--- src/rtl/mega_ram_reader_if.sv ---
// RAM read port plus output word stream of mega_ram_reader, seen from the reader (master)
// and from the RAM/consumer side (slave).
interface mega_ram_reader_if #(
  parameter int ADDR_BUS_WIDTH = 13,
  parameter int DATA_BUS_WIDTH = 8
);
  logic [ADDR_BUS_WIDTH-1:0] ram_a;
  logic                      ram_re;
  logic [DATA_BUS_WIDTH-1:0] ram_d;
  logic [DATA_BUS_WIDTH-1:0] s_data;
  logic                      s_valid;
  logic                      s_ready;

  modport master (
    output ram_a, ram_re, s_data, s_valid,
    input  ram_d, s_ready
  );

  modport slave (
    input  ram_a, ram_re, s_data, s_valid,
    output ram_d, s_ready
  );
endinterface

--- src/rtl/mega_ram_reader.sv ---
// Streams len words from RAM starting at base_addr; first s_valid 3 cycles after start, 1 word/3 cycles.
// s_ready low parks the FSM in OUT with s_data held and the RAM idle; nothing is dropped.
module mega_ram_reader #(
  parameter int ADDR_BUS_WIDTH = 13,
  parameter int DATA_BUS_WIDTH = 8,
  parameter int LEN_WIDTH      = 14
) (
  input  logic                      clk,
  input  logic                      rst,
  input  logic                      start,
  input  logic                      abort,
  input  logic [ADDR_BUS_WIDTH-1:0] base_addr,
  input  logic [LEN_WIDTH-1:0]      len,
  output logic                      busy,
  output logic                      done,
  mega_ram_reader_if.master         bus
);

  typedef enum logic [2:0] {IDLE, ISSUE, CAPTURE, OUT, FIN} state_t;

  state_t                    state;
  logic [ADDR_BUS_WIDTH-1:0] addr;
  logic [LEN_WIDTH-1:0]      remaining;
  logic [DATA_BUS_WIDTH-1:0] s_data_q;
  logic                      s_valid_q;
  logic                      ram_re_q;

  // The address counter only moves when entering ISSUE, so it doubles as the held RAM address.
  assign bus.ram_a   = addr;
  assign bus.ram_re  = ram_re_q;
  assign bus.s_data  = s_data_q;
  assign bus.s_valid = s_valid_q;

  always_ff @(posedge clk) begin
    if (rst) begin
      state     <= IDLE;
      addr      <= '0;
      remaining <= '0;
      s_data_q  <= '0;
      s_valid_q <= 1'b0;
      ram_re_q  <= 1'b0;
      busy      <= 1'b0;
      done      <= 1'b0;
    end else begin
      done <= 1'b0;
      if (abort && state != IDLE) begin
        state     <= IDLE;
        busy      <= 1'b0;
        s_valid_q <= 1'b0;
        ram_re_q  <= 1'b0;
      end else begin
        case (state)
          IDLE: begin
            if (start) begin
              busy <= 1'b1;
              if (len != '0) begin
                addr      <= base_addr;
                remaining <= len;
                ram_re_q  <= 1'b1;
                state     <= ISSUE;
              end else begin
                done  <= 1'b1;
                state <= FIN;
              end
            end
          end
          ISSUE: state <= CAPTURE;
          CAPTURE: begin
            s_data_q  <= bus.ram_d;
            ram_re_q  <= 1'b0;
            s_valid_q <= 1'b1;
            state     <= OUT;
          end
          OUT: begin
            if (bus.s_ready) begin
              s_valid_q <= 1'b0;
              if (remaining != LEN_WIDTH'(1)) begin
                remaining <= remaining - LEN_WIDTH'(1);
                addr      <= addr + ADDR_BUS_WIDTH'(1);
                ram_re_q  <= 1'b1;
                state     <= ISSUE;
              end else begin
                done  <= 1'b1;
                state <= FIN;
              end
            end
          end
          FIN: begin
            busy  <= 1'b0;
            state <= IDLE;
          end
          default: begin
            busy      <= 1'b0;
            s_valid_q <= 1'b0;
            ram_re_q  <= 1'b0;
            state     <= IDLE;
          end
        endcase
      end
    end
  end

endmodule

--- src/flat_wrapper.sv ---
// flat-port wrapper written by rule: the top's interface ports become plain ports
module mega_ram_reader_flat 
#(
  parameter int ADDR_BUS_WIDTH = 13,
  parameter int DATA_BUS_WIDTH = 8,
  parameter int LEN_WIDTH      = 14
)
  (clk, rst, start, abort, base_addr, len, busy, done, bus_ram_a, bus_ram_re, bus_s_data, bus_s_valid, bus_ram_d, bus_s_ready);
  mega_ram_reader_if #(.ADDR_BUS_WIDTH(ADDR_BUS_WIDTH), .DATA_BUS_WIDTH(DATA_BUS_WIDTH)) bus_i ();
  input  logic clk;
  input  logic rst;
  input  logic start;
  input  logic abort;
  input  logic [ADDR_BUS_WIDTH-1:0] base_addr;
  input  logic [LEN_WIDTH-1:0] len;
  output logic busy;
  output logic done;
  output wire logic [$bits(bus_i.ram_a)-1:0] bus_ram_a;
  output wire logic [$bits(bus_i.ram_re)-1:0] bus_ram_re;
  output wire logic [$bits(bus_i.s_data)-1:0] bus_s_data;
  output wire logic [$bits(bus_i.s_valid)-1:0] bus_s_valid;
  input wire logic [$bits(bus_i.ram_d)-1:0] bus_ram_d;
  input wire logic [$bits(bus_i.s_ready)-1:0] bus_s_ready;
  assign bus_ram_a = bus_i.ram_a;
  assign bus_ram_re = bus_i.ram_re;
  assign bus_s_data = bus_i.s_data;
  assign bus_s_valid = bus_i.s_valid;
  assign bus_i.ram_d = bus_ram_d;
  assign bus_i.s_ready = bus_s_ready;
  mega_ram_reader #(.ADDR_BUS_WIDTH(ADDR_BUS_WIDTH), .DATA_BUS_WIDTH(DATA_BUS_WIDTH), .LEN_WIDTH(LEN_WIDTH)) u_core (.clk(clk), .rst(rst), .start(start), .abort(abort), .base_addr(base_addr), .len(len), .busy(busy), .done(done), .bus(bus_i));
endmodule
--- config.mk ---
export PLATFORM = sky130hd
export DESIGN_NAME = mega_ram_reader_flat
export DESIGN_NICKNAME = d
export VERILOG_FILES = /design/src/rtl/mega_ram_reader_if.sv /design/src/rtl/mega_ram_reader.sv /design/src/flat_wrapper.sv
export SDC_FILE = /design/constraint.sdc
export NUM_CORES = 1
export LEC_CHECK = 0
export CAP_MARGIN = 40
export CORE_AREA = 5 5 74 76
export CTS_BUF_LIST = sky130_fd_sc_hd__clkbuf_4 sky130_fd_sc_hd__clkbuf_8
export CTS_CLUSTER_SIZE = 14
export DETAILED_ROUTE_END_ITERATION = 6
export DIE_AREA = 0 0 79 81
export HOLD_SLACK_MARGIN = 0.06
export PLACE_DENSITY = 0.86
export SLEW_MARGIN = 20
export SYNTH_ARGS = -nofsm -noshare
export SYNTH_HDL_FRONTEND = slang
export SYNTH_SLANG_ARGS = --single-unit
--- constraint.sdc ---
create_clock -name clk -period 2.9 [get_ports clk]
set_input_delay 0.87 -clock clk [delete_from_list [all_inputs] [get_ports clk]]
set_output_delay 0.87 -clock clk [all_outputs]
set_load 0.02 [all_outputs]
; ---- After elaboration in Yosys (flattened, before gate mapping)
; Index checks and enable logic that the tools add are counted.
[classes]
eq_ne = 9
n_reduce_logical = 15
bitwise = 4
n_mux = 29
n_addsub = 2
[ops]
columns = cell, n
row1 = $mux W14, 4
row2 = $mux W13, 4
row3 = $pmux W14 S2, 1
row4 = $pmux W13 S2, 1
row5 = $ne A14 B1 Y1 const B, 1
row6 = $reduce_bool A14 Y1, 1
row7 = $sub A14 B1 Y14 const B, 1
row8 = $add A13 B1 Y13 const B, 1
row9 = $mux W3, 4
row10 = $pmux W3 S4, 1
row11 = $mux W1, 10
row12 = $reduce_and A2 Y1, 4
row13 = $eq A3 B2 Y1 const B, 2
row14 = $pmux W1 S3, 2
row15 = $reduce_and A6 Y1, 1
row16 = $reduce_or A3 Y1, 2
row17 = $reduce_and A5 Y1, 1
row18 = $ne A2 B1 Y1 const B, 2
row19 = $ne A2 B2 Y1 const B, 2
row20 = $not A1 Y1, 4
row21 = $pmux W1 S2, 2
row22 = $reduce_or A2 Y1, 2
row23 = $eq A3 B1 Y1 const B, 1
row24 = $eq A3 B3 Y1 const B, 1
row25 = other kinds (4), 4
[word_totals]
elab_cells = 67
out_inout_bits = 25
register_bits = 42

; ---- Depth between registers and ports, before layout
[depth]
depth_word = 4
depth_mapped = 8

; ---- Worst setup path after synthesis
; Ideal clock, no wire load.
[synth_timing]
path_kind = input -> register
start = input port len[4]
end = register u_core.addr[10], in the netlist u_core.bus.ram_a[10]
arrival_ns = 2.063
cell_stages = 7
setup_slack_ns = 0.698
required_ns = 2.761
path_cell_list = nor4_1 -> nand4_1 -> o221ai_2 -> nor2_2 -> buf_6 -> a21oi_1 -> a211oi_2
[synth_between]
elab_chain_len = 3
[synth_lines]
columns = element, line
row1 = from (decl), flat_wrapper.sv:15  ; input logic [LEN_WIDTH-1:0] len;
row2 = $reduce_bool A14 Y1, mega_ram_reader.sv:56  ; if (len != '0) begin
row3 = $ne A2 B1 Y1 (no line), -
row4 = $reduce_and A6 Y1 (no line), -
row5 = to (signal assigned), mega_ram_reader.sv:57  ; addr <= base_addr;
row6 = to (signal assigned), mega_ram_reader.sv:79  ; addr <= addr + ADDR_BUS_WIDTH'(1);
row7 = to (decl), mega_ram_reader.sv:22  ; logic [ADDR_BUS_WIDTH-1:0] addr;
; Every way passes these cells.
; A chain may end at the register's enable or synchronous reset.

; ---- Worst setup path in the final report
[layout_timing]
start = input port len[1]
end = register u_core.remaining[3]
[layout_between]
elab_chain_len = 3
[layout_lines]
columns = element, line
row1 = $reduce_bool A14 Y1, mega_ram_reader.sv:56
row2 = $ne A2 B1 Y1 (no line), -
row3 = $reduce_and A6 Y1 (no line), -
row4 = to (signal assigned), mega_ram_reader.sv:58  ; remaining <= len;
row5 = to (signal assigned), mega_ram_reader.sv:78  ; remaining <= remaining - LEN_WIDTH'(1);
row6 = to (decl), mega_ram_reader.sv:23  ; logic [LEN_WIDTH-1:0] remaining;
; Every way passes these cells.

==> flow_metrics.env <==
export IMPL_outcome="finished clean"
export IMPL_synth_ff_type="dfxtp_1"
export IMPL_reg2reg_from="u_core.remaining[0]$_SDFFE_PP0P_"
export IMPL_die_x_um=79
export IMPL_slowest_stage="nor4_1"
export IMPL_whs_ns=0.454
export IMPL_path_cells="clkdlybuf4s50_1 -> nor4_1 -> nand4_1 -> o221ai_2 -> nor2_2 -> buf_12 -> mux2i_1 -> a21oi_1"
export IMPL_tns_ns=0
export IMPL_gr_total_overflow=0
export IMPL_cts_resized=0
export IMPL_synth_top_cell_by_area="dfxtp_1"
export IMPL_clk_path_buf_depth=2
export IMPL_critical_path_startpoint="len[1]"
export IMPL_fin_skew_ns=0.00310
export IMPL_insertion_delay_ns=0.29
export IMPL_placed_area_um2=3130
export IMPL_num_vias=2517
export IMPL_drc_errors=0
export IMPL_nets=423
export IMPL_dp_cells=427
export IMPL_synthToLayoutAreaGrowth_pct=31.7
export IMPL_ys_seq_area_frac=0.345
export IMPL_worstPathArrival_ns=2.81
export IMPL_rows=25
export IMPL_cts_setup_buffers=0
export IMPL_setup_violations_final=0
export IMPL_synthesis_nets=360
export IMPL_ys_ff_latch=42
export IMPL_cts_sinks=42
export IMPL_synthCells=317
export IMPL_fin_area_um2=3210
export IMPL_grt_pass1_vias=2405
export IMPL_timing_fmax_mhz=378
export IMPL_drv_cap=0
export IMPL_clkTransAtPathRegs_ns=0.07
export IMPL_antenna_cells=0
export IMPL_dr_pass1_iters=4
export IMPL_wl_met1_mm=2.86
export IMPL_ant_nets=0
export IMPL_die_h_um=81
export IMPL_htree_levels=2
export IMPL_hold_viol_final=0
export IMPL_worstPathRequired_ns=3.06
export IMPL_worst_slew_pin_slew_ns=0.520
export IMPL_start_util=0.523
export IMPL_grt_pass1_wl_mm=11.0
export IMPL_avgViaCountPerCell=5.80
export IMPL_drtIter0Drc=244
export IMPL_wl_per_cell_um=14.8
export IMPL_finalWeightedCongestion=0.911
export IMPL_numCtsBuffers=5
export IMPL_wl_met3_um=319
export IMPL_dr_wl_met2_mm=3.18
export IMPL_crit_type="input pin to flip-flop"
export IMPL_netlist_area_leader_share=0.345
export IMPL_power_density_nw_per_um2=464
export IMPL_synth_area_leaders="dfxtp_1 (34%), nand2_1 (9.9%), a21oi_1 (6.6%)"
export IMPL_whs_path_depth=2
export IMPL_antenna_found_initial=0
export IMPL_relSlewSlack=0.648
export IMPL_min_path_type="flip-flop to flip-flop"
export IMPL_endpoint_kind="flip-flop"
export IMPL_topRoutingLayerUsed="met4"
export IMPL_rsz0062_at_grt="false"
export IMPL_yosys_warnings=0
export IMPL_power_leakage_nw=1.12
export IMPL_worstRegToRegCells=6
export IMPL_instances_no_fill=434
export IMPL_dieArea_um2=6400
export IMPL_gr_usage_all_layers=0.212
export IMPL_synth_distinct_cells=51
export IMPL_num_io_pins=65
export IMPL_drt_wl_total_mm=6.44
export IMPL_fin_crit_sh=0.913
export IMPL_postSynth_asyncResetShare=0
export IMPL_min_period_ns=2.65
export IMPL_syn_area_um2=2440
export IMPL_drv_slew=0
export IMPL_hp_start="u_core.bus.s_data[5]$_SDFFE_PP0P_"
export IMPL_slowest_delay_ns=0.46
export IMPL_drive_gt1_frac=0.111
export IMPL_peakVddDrop_mv=0.220
export IMPL_grt_max_degree=48
export IMPL_cts_root_buf="clkbuf_8"
export IMPL_synth_edff_count=0
export IMPL_startpoint_type="input pin"
export IMPL_crit_path_max_fanout=18
export IMPL_cts_hold_buffers=0
export IMPL_cts_tree="done"
export IMPL_postSynthAreaPerCell_um2=7.69
export IMPL_dp_hpwl_mm=4.54
export IMPL_core_um2=4660
export IMPL_port_buffers=64
[per-stage QoR]
stage	worst slack [ns]	total power [mW]	util
2_1_floorplan	0.698	0.961	-
3_3_place_gp	0.110	1.11	0.671
3_5_place_dp	-0.00678	1.12	0.671
4_1_cts	0.262	1.49	0.689
5_1_grt	0.146	1.57	0.689
6_report	0.253	1.49	0.689
[worst max-delay path, delay by kind of cell]
| kind | cells | cell delay (ns) |
|---|---|---|
| compound gates | 2 | 0.36 |
| buf+inv | 2 | 0.62 |
| mux | 1 | 0.18 |
| simple gates | 3 | 0.79 |
[cell type report]
class	instances	area [um2]
Inverter	5	18.8
Sequential cell	42	841
Fill cell	389	1450
Multi-Input combinational cell	252	1470
Clock buffer	7	83.8
Timing Repair Buffer	74	728
Tap cell	54	67.6
[synth_stat cells, types with 2 or more instances]
master / instances
nand2_1: 64
dfxtp_1: 42
a21oi_1: 32
nor2_1: 30
o21ai_0: 15
nand3_1: 13
clkbuf_1: 9
nor3_1: 9
a211oi_1: 7
o31ai_1: 7
buf_2: 6
nor4_1: 6
a211oi_2: 4
a311oi_2: 4
inv_1: 4
nand4_1: 4
nor3_2: 4
o211ai_1: 4
xnor2_1: 4
a21oi_2: 3
a31oi_1: 3
ha_1: 3
mux2i_1: 3
or3_1: 3
a32o_1: 2
and2_1: 2
and4_1: 2
buf_6: 2
o21ai_2: 2
o22ai_1: 2
xor2_1: 2
[layer usage]
metal / vias up / global-route usage
li1: 1274 / -
met2: 88 / 0.369
met5: - / 0
met1: 1146 / 0.262
met3: 9 / 0.0366
met4: 0 / 0.0790
[report_power, final]
part	switching [mW]	internal, mW
Clock	0.190	0.185
Combinational	0.222	0.207
Sequential	0.0617	0.624
Total	0.473	1.02
[logic make-up after synthesis]
family	count (synthesis)	share of synthesized area
muxes	3	0.0123
buffers and inverters	23	0.0513
DFF	42	0.345
adders and majority gates	3	0.0154
AOI/OAI and AO/OA	91	0.260
and+or+nand+nor	149	0.294
xor gates and xnor gates	6	0.0216
[layout by cell type (no fill, tap or decap), types with 5 or more instances in the layout]
cell type,count
clkdlybuf4s50_1,64
nand2_1,64
nand3_1,13
o31ai_1,7
buf_4,9
nor3_1,9
a211oi_1,7
nor2_1,30
clkbuf_8,5
dfxtp_1,42
a21oi_1,32
o21ai_0,15
nor4_1,6
[worst paths after layout]
path / slack [ns] / to
worst min register to register: 0.45 / u_core.bus.s_data[5]$_SDFFE_PP0P_
worst max register to register: 0.81 / u_core.remaining[0]$_SDFFE_PP0P_
worst min-delay path: 0.45 / u_core.bus.s_data[5]$_SDFFE_PP0P_
worst max-delay path: 0.25 / u_core.remaining[3]$_SDFFE_PP0P_
[state kept, by name, summed over array words and instances, names as in the netlist]
signal,cells
u_core.bus.ram_a,13
u_core.bus.ram_re,1
u_core.bus.s_data,8
u_core.bus.s_valid,1
u_core.busy,1
u_core.done,1
u_core.remaining,14
u_core.state,3
Note: power is estimated with default switching activity, not from simulation.
